[src/rtl/piso_pkg.sv]
// Shared definitions for the parallel-in serial-out framer and its bit counter.
package piso_pkg;

   localparam logic S_IDLE  = 1'b0;
   localparam logic S_SHIFT = 1'b1;

   typedef enum logic {
      StIdle  = S_IDLE,
      StShift = S_SHIFT
   } piso_state_e;

   // Counter width for a WIDTH-bit frame; never narrower than one bit.
   function automatic int unsigned cnt_width(input int unsigned width);
      return (width < 2) ? 1 : $clog2(width);
   endfunction

endpackage

[src/rtl/piso_serializer_bit_counter.sv]
// Up-counter with synchronous clear/load and a terminal-count flag at WIDTH-1.
module bit_counter
   import piso_pkg::*;
#(
   parameter int unsigned WIDTH = 8,
   parameter int unsigned CntW  = cnt_width(WIDTH)
) (
   input  logic            clk_i,
   input  logic            rst_i,
   input  logic            clr_i,
   input  logic            load_i,
   input  logic [CntW-1:0] load_val_i,
   input  logic            en_i,
   output logic [CntW-1:0] count_o,
   output logic            tc_o
);

   localparam logic [CntW-1:0] LastIdx = CntW'(WIDTH - 1);

   logic [CntW-1:0] count_q, count_d;

   assign count_o = count_q;
   assign tc_o    = (count_q == LastIdx);

   // Holds at the terminal count; it only wraps through clr_i or load_i.
   always_comb begin
      count_d = count_q;
      if (clr_i) begin
         count_d = '0;
      end else if (load_i) begin
         count_d = load_val_i;
      end else if (en_i && !tc_o) begin
         count_d = count_q + 1'b1;
      end
   end

   always_ff @(posedge clk_i) begin
      if (rst_i) begin
         count_q <= '0;
      end else begin
         count_q <= count_d;
      end
   end

endmodule

[src/rtl/piso_serializer.sv]
// Parallel-in serial-out framer: one WIDTH-bit word per valid/ready accept, one bit per clock out,
// back-to-back frames with no idle bit in between.
module piso_serializer
   import piso_pkg::*;
#(
   parameter int unsigned WIDTH     = 8,
   parameter bit          MSB_FIRST = 1'b1
) (
   input  logic             clk_i,
   input  logic             rst_i,
   input  logic             load_valid_i,
   input  logic [WIDTH-1:0] load_data_i,
   output logic             load_ready_o,
   output logic             dout_o,
   output logic             dout_valid_o,
   output logic             frame_done_o
);

   localparam int unsigned     CntW   = cnt_width(WIDTH);
   localparam logic [CntW-1:0] PenIdx = CntW'(WIDTH - 2);

   piso_state_e      state_q, state_d;
   logic [WIDTH-1:0] shreg_q, shreg_d;
   logic             dout_q, dout_d;
   logic             dout_valid_q, dout_valid_d;
   logic             frame_done_q, frame_done_d;

   logic [CntW-1:0] count;
   logic            cnt_tc;
   logic            cnt_clr;
   logic            cnt_en;
   logic            accept;

   function automatic logic head_bit(input logic [WIDTH-1:0] w);
      return MSB_FIRST ? w[WIDTH-1] : w[0];
   endfunction

   function automatic logic [WIDTH-1:0] advance(input logic [WIDTH-1:0] w);
      return MSB_FIRST ? {w[WIDTH-2:0], 1'b0} : {1'b0, w[WIDTH-1:1]};
   endfunction

   bit_counter #(
      .WIDTH (WIDTH),
      .CntW  (CntW)
   ) u_bit_counter (
      .clk_i      (clk_i),
      .rst_i      (rst_i),
      .clr_i      (cnt_clr),
      .load_i     (1'b0),
      .load_val_i ('0),
      .en_i       (cnt_en),
      .count_o    (count),
      .tc_o       (cnt_tc)
   );

   // Ready on the last bit lets the next word follow with no gap.
   assign load_ready_o = !rst_i && ((state_q == StIdle) || ((state_q == StShift) && cnt_tc));
   assign accept       = load_valid_i && load_ready_o;

   // dout_q holds the bit currently on the wire; shreg_q holds the bits still to come.
   always_comb begin
      state_d      = state_q;
      shreg_d      = shreg_q;
      dout_d       = 1'b0;
      dout_valid_d = 1'b0;
      frame_done_d = 1'b0;
      cnt_clr      = 1'b0;
      cnt_en       = 1'b0;

      if (accept) begin
         state_d      = StShift;
         shreg_d      = advance(load_data_i);
         dout_d       = head_bit(load_data_i);
         dout_valid_d = 1'b1;
         cnt_clr      = 1'b1;
      end else begin
         unique case (state_q)
            StIdle: begin
               shreg_d = '0;
            end
            StShift: begin
               if (cnt_tc) begin
                  state_d = StIdle;
                  shreg_d = '0;
                  cnt_clr = 1'b1;
               end else begin
                  shreg_d      = advance(shreg_q);
                  dout_d       = head_bit(shreg_q);
                  dout_valid_d = 1'b1;
                  frame_done_d = (count == PenIdx);
                  cnt_en       = 1'b1;
               end
            end
            default: begin
               state_d = StIdle;
               shreg_d = '0;
               cnt_clr = 1'b1;
            end
         endcase
      end
   end

   always_ff @(posedge clk_i) begin
      if (rst_i) begin
         state_q      <= StIdle;
         shreg_q      <= '0;
         dout_q       <= 1'b0;
         dout_valid_q <= 1'b0;
         frame_done_q <= 1'b0;
      end else begin
         state_q      <= state_d;
         shreg_q      <= shreg_d;
         dout_q       <= dout_d;
         dout_valid_q <= dout_valid_d;
         frame_done_q <= frame_done_d;
      end
   end

   assign dout_o       = dout_q;
   assign dout_valid_o = dout_valid_q;
   assign frame_done_o = frame_done_q;

endmodule

[config.mk]
export PLATFORM = sky130hd
export DESIGN_NAME = piso_serializer
export DESIGN_NICKNAME = d
export VERILOG_FILES = /design/src/rtl/piso_pkg.sv /design/src/rtl/piso_serializer_bit_counter.sv /design/src/rtl/piso_serializer.sv
export SDC_FILE = /design/constraint.sdc
export NUM_CORES = 1
export LEC_CHECK = 0
export CELL_PAD_IN_SITES_DETAIL_PLACEMENT = 0
export CELL_PAD_IN_SITES_GLOBAL_PLACEMENT = 1
export CORE_UTILIZATION = 32
export CTS_CLUSTER_SIZE = 28
export DETAILED_ROUTE_END_ITERATION = 10
export GPL_ROUTABILITY_DRIVEN = 0
export PLACE_DENSITY_LB_ADDON = 0.1
export REMOVE_ABC_BUFFERS = 1
export SLEW_MARGIN = 40
export SYNTH_ARGS = -nofsm -noshare
export SYNTH_HDL_FRONTEND = slang
export SYNTH_SLANG_ARGS = --single-unit
[constraint.sdc]
create_clock -name clk_i -period 1.6 [get_ports clk_i]
set_input_delay 0.32 -clock clk_i [delete_from_list [all_inputs] [get_ports clk_i]]
set_output_delay 0.32 -clock clk_i [all_outputs]
set_load 0.01 [all_outputs]
# After elaboration in Yosys (flattened, before gate mapping)
# Cells that the tools add are included.
[word_totals] regBits=14 inputBits=11 output_inout_bits=4 wordCells=33
[classes] n_addsub=1 eq_ne=2 n_mux=13 n_bitwise=1 reduce_logical=10
[ops] operator="$mux 8" count=2
[ops] operator="$pmux 8 s2" count=1
[ops] operator="$mux 1" count=10
[ops] operator="$eq 3x3->1 const B" count=2
[ops] operator="$logic_and 1x1->1" count=4
[ops] operator="$reduce_or 2->1" count=2
[ops] operator="$reduce_or 4->1" count=1
[ops] operator="$add 3x1->3 const B" count=1
[ops] operator="$logic_not 1->1" count=2
[ops] operator="$logic_or 1x1->1" count=1
[ops] operator="$not 1->1" count=1

# Logic depth before layout (Yosys ltp)
# Gate-level depths: netlist of run 1.
[depth] depth_word=7 ltp_mapped=6 mapped_depth_nobuf=5

# Hierarchy
# Synthesis of run 1 repeated with hierarchy kept, for this count alone.
[hier_totals] cells_unflattened=64 area_unflattened_um2=604.3
[modules_own_cells] mod="piso_serializer" instances=1 cells_each=47 area_per_inst_um2=435.4 seq_area_each_um2=200.2
[modules_own_cells] mod="bit_counter" instances=1 cells_each=17 area_per_inst_um2=168.9 seq_area_each_um2=60.1

# Least setup slack after synthesis of run 1
# Ideal clock, no wire load.
[synth_path] path_type="flip-flop to output port" start="register u_bit_counter.count_q[0], in the netlist u_bit_counter.count_o[0]" end="output port load_ready_o" arrival_time_ns=1.026 required_ns=1.280 slack_ns=0.254 path_stages_with_launch=6 n_path_buf=1 cell_sequence="dfxtp_1 > ha_1 > ha_1 > and2b_1 > buf_6 > nor2_4"
[synth_via] elab_chain_len=4
[synth_lines] element="from (decl)" line_no="piso_serializer_bit_counter.sv:20" rtl="logic [CntW-1:0] count_q, count_d;"
[synth_lines] element="from (signal assigned)" line_no="piso_serializer_bit_counter.sv:41" rtl="count_q <= count_d;"
[synth_lines] element="$eq 3x3->1" line_no="piso_serializer_bit_counter.sv:23" rtl="assign tc_o = (count_q == LastIdx);"
[synth_lines] element="$logic_and 1x1->1" line_no="piso_serializer.sv:57" rtl="assign load_ready_o = !rst_i && ((state_q == StIdle) || ((state_q == StShift) && cnt_tc));"
[synth_lines] element="$logic_or 1x1->1" line_no="piso_serializer.sv:57"
[synth_lines] element="$logic_and 1x1->1" line_no="piso_serializer.sv:57"
[synth_lines] element="to (decl)" line_no="piso_serializer.sv:13" rtl="output logic load_ready_o,"
# Every way passes these cells.

# Worst setup path after layout of run 1
[layout_path] start="register u_bit_counter.count_q[1], in the netlist u_bit_counter.count_o[1]" end="output port load_ready_o"
# The elaborated chain is that of the path after synthesis.

==> results of run 1 <==
[cell usage in the layout, fill, tap and decap left out]
cell type / netlist / layout
clkdlybuf4s50_1: 0 / 12
dfxtp_1: 13 / 11
a21oi_1: 9 / 9
nand2_1: 8 / 8
nand3_1: 7 / 7
buf_4: 0 / 6
nor2_1: 4 / 4
clkbuf_4: 0 / 3
inv_1: 2 / 2
ha_4: 0 / 2
dfxtp_2: 0 / 2
and2b_2: 0 / 1
nor2_4: 1 / 1
and3_1: 1 / 1
nand2b_1: 1 / 1
nor3_1: 1 / 1
nand3b_1: 1 / 1
or3b_1: 1 / 1
o32a_2: 1 / 1
nor3b_1: 1 / 1
ha_1: 3 / 1
clkbuf_1: 0 / 1
dlymetal6s2s_1: 0 / 1
buf_6: 2 / 1
[what timing repair did]
action	CTS	global route
cloned	0	0
pin swaps	2	1
setup endpoints to repair	1	2
gates resized for setup	12	1
[metrics by stage]
step / TNS [ps] / cell area, um^2 / cells
3_5_place_dp: -187 / 707 / 91
4_1_cts: -75.3 / 763 / 95
3_3_place_gp: -185 / 707 / 91
2_1_floorplan: 0 / 502 / 55
6_report: -42.1 / 766 / 95
5_1_grt: -92.2 / 766 / 95
[worst max path at each step]
stage               cells after the start  slack [ps]      endpoint                      from
finish                                  5         -40  load_ready_o  u_bit_counter.count_o[1]
global route                            5         -90  load_ready_o  u_bit_counter.count_o[1]
CTS                                     5         -80  load_ready_o  u_bit_counter.count_o[1]
detailed placement                      5        -190  load_ready_o  u_bit_counter.count_o[0]
global placement                        5        -180  load_ready_o  u_bit_counter.count_o[1]
floorplan                               4         190  load_ready_o  u_bit_counter.count_o[0]
[critical path, stage by stage (launching register included)]
cell and delay (ps):
dfxtp_2 360, ha_4 140, ha_4 120, and2b_2 240, nor2_4 90, buf_6 100
[state kept, by name, summed over array words and instances (netlist names)]
| name | cells |
|---|---|
| shreg_q | 7 |
| u_bit_counter.count_o | 3 |
| dout_o | 1 |
| dout_valid_o | 1 |
| frame_done_o | 1 |
[cells by family after synthesis]
group                    count (synthesis)
buffers and inverters                    6
AND/OR/NAND/NOR                         27
flip-flops                              13
AO/OA/AOI/OAI                           10
adder cells (fa/ha/maj)                  3
[final cells by class]
cell class	count	area, um^2
inverters	2	7.51
well taps	16	20.0
repair buffers	20	189
clock buffers	4	26.3
fillers	167	776
flip-flops and latches	13	263
multi-input cells	40	260
[routing by layer]
layer | wire [um] | vias to the layer above | GRT usage [%]
li1 | - | 238 | -
met1 | 502 | 218 | 17.2
met2 | 507 | 15 | 19.4
met3 | 54 | 2 | 2.98
met4 | 4 | 0 | 7.50
met5 | 0 | - | 0
[power groups by stage]
stage                     logic, mW  registers [mW]  clock network (mW)
final                        0.0936           0.343               0.201
after global routing          0.103           0.344               0.223
after CTS                    0.0948           0.343               0.212
after detailed placement     0.0929           0.349                   0
after global placement       0.0941           0.348                   0
after floorplan              0.0306           0.351                   0
==> summary.md, run 1 <==
| Metric | Value |
|---|---|
| Outcome | `complete, but fails checks` |
| Failing checks | `negative setup slack` |
| GRT Overall Usage | `a little over an eighth` |
| TritonCTS clock tree | `built` |
| Tmin final | `approximately 1600 ps` |
| R2R cell count | `5` |
| Wirelength per Cell | `roughly 11 um` |
| Sw frac | `23.8%` |
| Post-route DRC | `0` |
| Max Fclk | `between 600 and 700 MHz` |
| Die footprint | `1840 um^2` |
| # H-tree levels | `1` |
| Critical path peak fanout | `3` |
| P per Cell Area | `between 800 and 900 nW/um^2` |
| Clk buf depth | `2` |
| Layout area overhead | `43.3%` |
| Post-synth EDFFs | `0` |
| Initial antenna violation count | `0` |
| Clk_lat worst skew | `between 200 and 300 ps` |
| Largest net degree at the start of global routing | `13` |
| Setup bufs post-CTS | `0` |
| Critical path endpoint category | `primary output` |
| Peak supply drop | `384 uV` |
| Multiplexer area fraction after synthesis | `0%` |
| Setup violators final | `1` |
| Total core area | `1540 um^2` |
| Fin util | `just under 50%` |
| Most frequent cells after synthesis | `13 x dfxtp_1, 9 x a21oi_1, 8 x nand2_1, 7 x nand3_1, 4 x nor2_1` |
| Dominant synthesized flop cell | `dfxtp_1` |
| Actual slew at the worst max-slew pin | `roughly 380 ps` |
| Syn Area/Cell | `around 9.1 um^2` |
| Synth async-reset ratio | `0%` |
| Comb power frac | `~15%` |
| Wire length of the first global-routing pass | `1.78 mm` |
| Hpwl dp | `between 700 and 800 um` |
| Synth top area cells | `dfxtp_1 49%, a21oi_1 8.4%, ha_1 7.0%, nand3_1 6.6%, nand2_1 5.6%` |
| Die height | `~43 um` |
| Post-Synth XOR/XNOR Area | `0%` |
| Vias in the first global route | `around 400` |
| Hold Fails Final Rpt | `0` |
| Via count | `473` |
| Lkg Pwr | `~0.30 nW` |
| Fraction of the mapped netlist area in adder cells | `7.03%` |
| Ys Warns | `0` |
| WP data arrival | `between 1000 and 1500 ps` |
| CTS Sinks | `13` |
| Sequential fraction of design power | `a little over half` |
| Critical Path RT | `1280 ps` |
| Number of cells on the worst hold path | `2` |
| Clk slew on worst S/H paths | `about 80 ps` |
| Row cnt | `14` |
| Setup CP Type | `register to primary output` |
| Pre-antenna DRT Iters | `4` |
| Diode count | `0` |
| Setup Skew | `about 1.8 ps` |
| Root buffer cell | `clkbuf_4` |
| MaxCap Viol Count | `0` |
| Fin. max-slew vios | `0` |
| Hold EP | `shreg_q[5]` |
| Total global routing overflow | `0` |
| Hold wc startpoint | `shreg_q[4]` |
| Syn Inst Count | `around 60` |
| Sequential area share after synthesis | `48.7%` |
| RR Startpoint | `u_bit_counter.count_o[1]` |
| Crit path launch type | `register` |
| Starting Density | `between 30 and 40%` |
| Period utilization | `103%` |
| Seq cells post-synth | `13` |
| Total design power | `~640 uW` |
| Setup WS post-layout | `-42.1 ps` |
| I/O pin count | `15` |
| Final WL | `between 1 and 1.5 mm` |
| Cell area after synthesis | `534 um^2` |
| Post-synth cell types | `18` |
| Pint | `roughly 490 uW` |
| Num CTS Buffers | `3` |
| FF-to-FF End | `u_bit_counter.count_o[1]` |
| Top cell type's share of synthesized area | `~49%` |
| Synth Area in Simple Gates | `a little over a quarter` |
| Port buffer count | `14` |
| Post-place setup slack | `-187 ps` |
| Largest family of logic cells by synthesized area | `simple AND/OR/NAND/NOR gates` |
| RSZ-0062 raised after global routing | `yes` |
| Worst reg2reg setup slack | `about 260 ps` |
| DR vias/cell | `approximately 5` |
| Die width | `~43 um` |
| Fin Hold WS | `around 440 ps` |
| Share of layout cells above drive strength 1 | `~22%` |
| Leading area contributor after synthesis | `dfxtp_1` |
| Hold buffers post-CTS | `0` |
| Sw Pwr | `152 uW` |
| Max-slew headroom | `roughly three quarters` |
| Nets | `94` |
| Clk network pwr share | `a little under a third` |
| Number of DRC markers in iteration 0 | `17` |
| Count leader, synth | `dfxtp_1` |
| Post-DRT Antenna Nets | `0` |
| Complex-gate fraction of the synthesized area | `a little over a tenth` |
| Min-delay worst type | `register to register` |
No activity file was read; power rests on OpenSTA's default activity.
==> run 2, diff against run 1 <==
Settings changed: CTS_CLUSTER_SIZE 28 to unset.
==> results of run 2 <==
The final DEF is identical to that of run 1; final timing and power are the same.
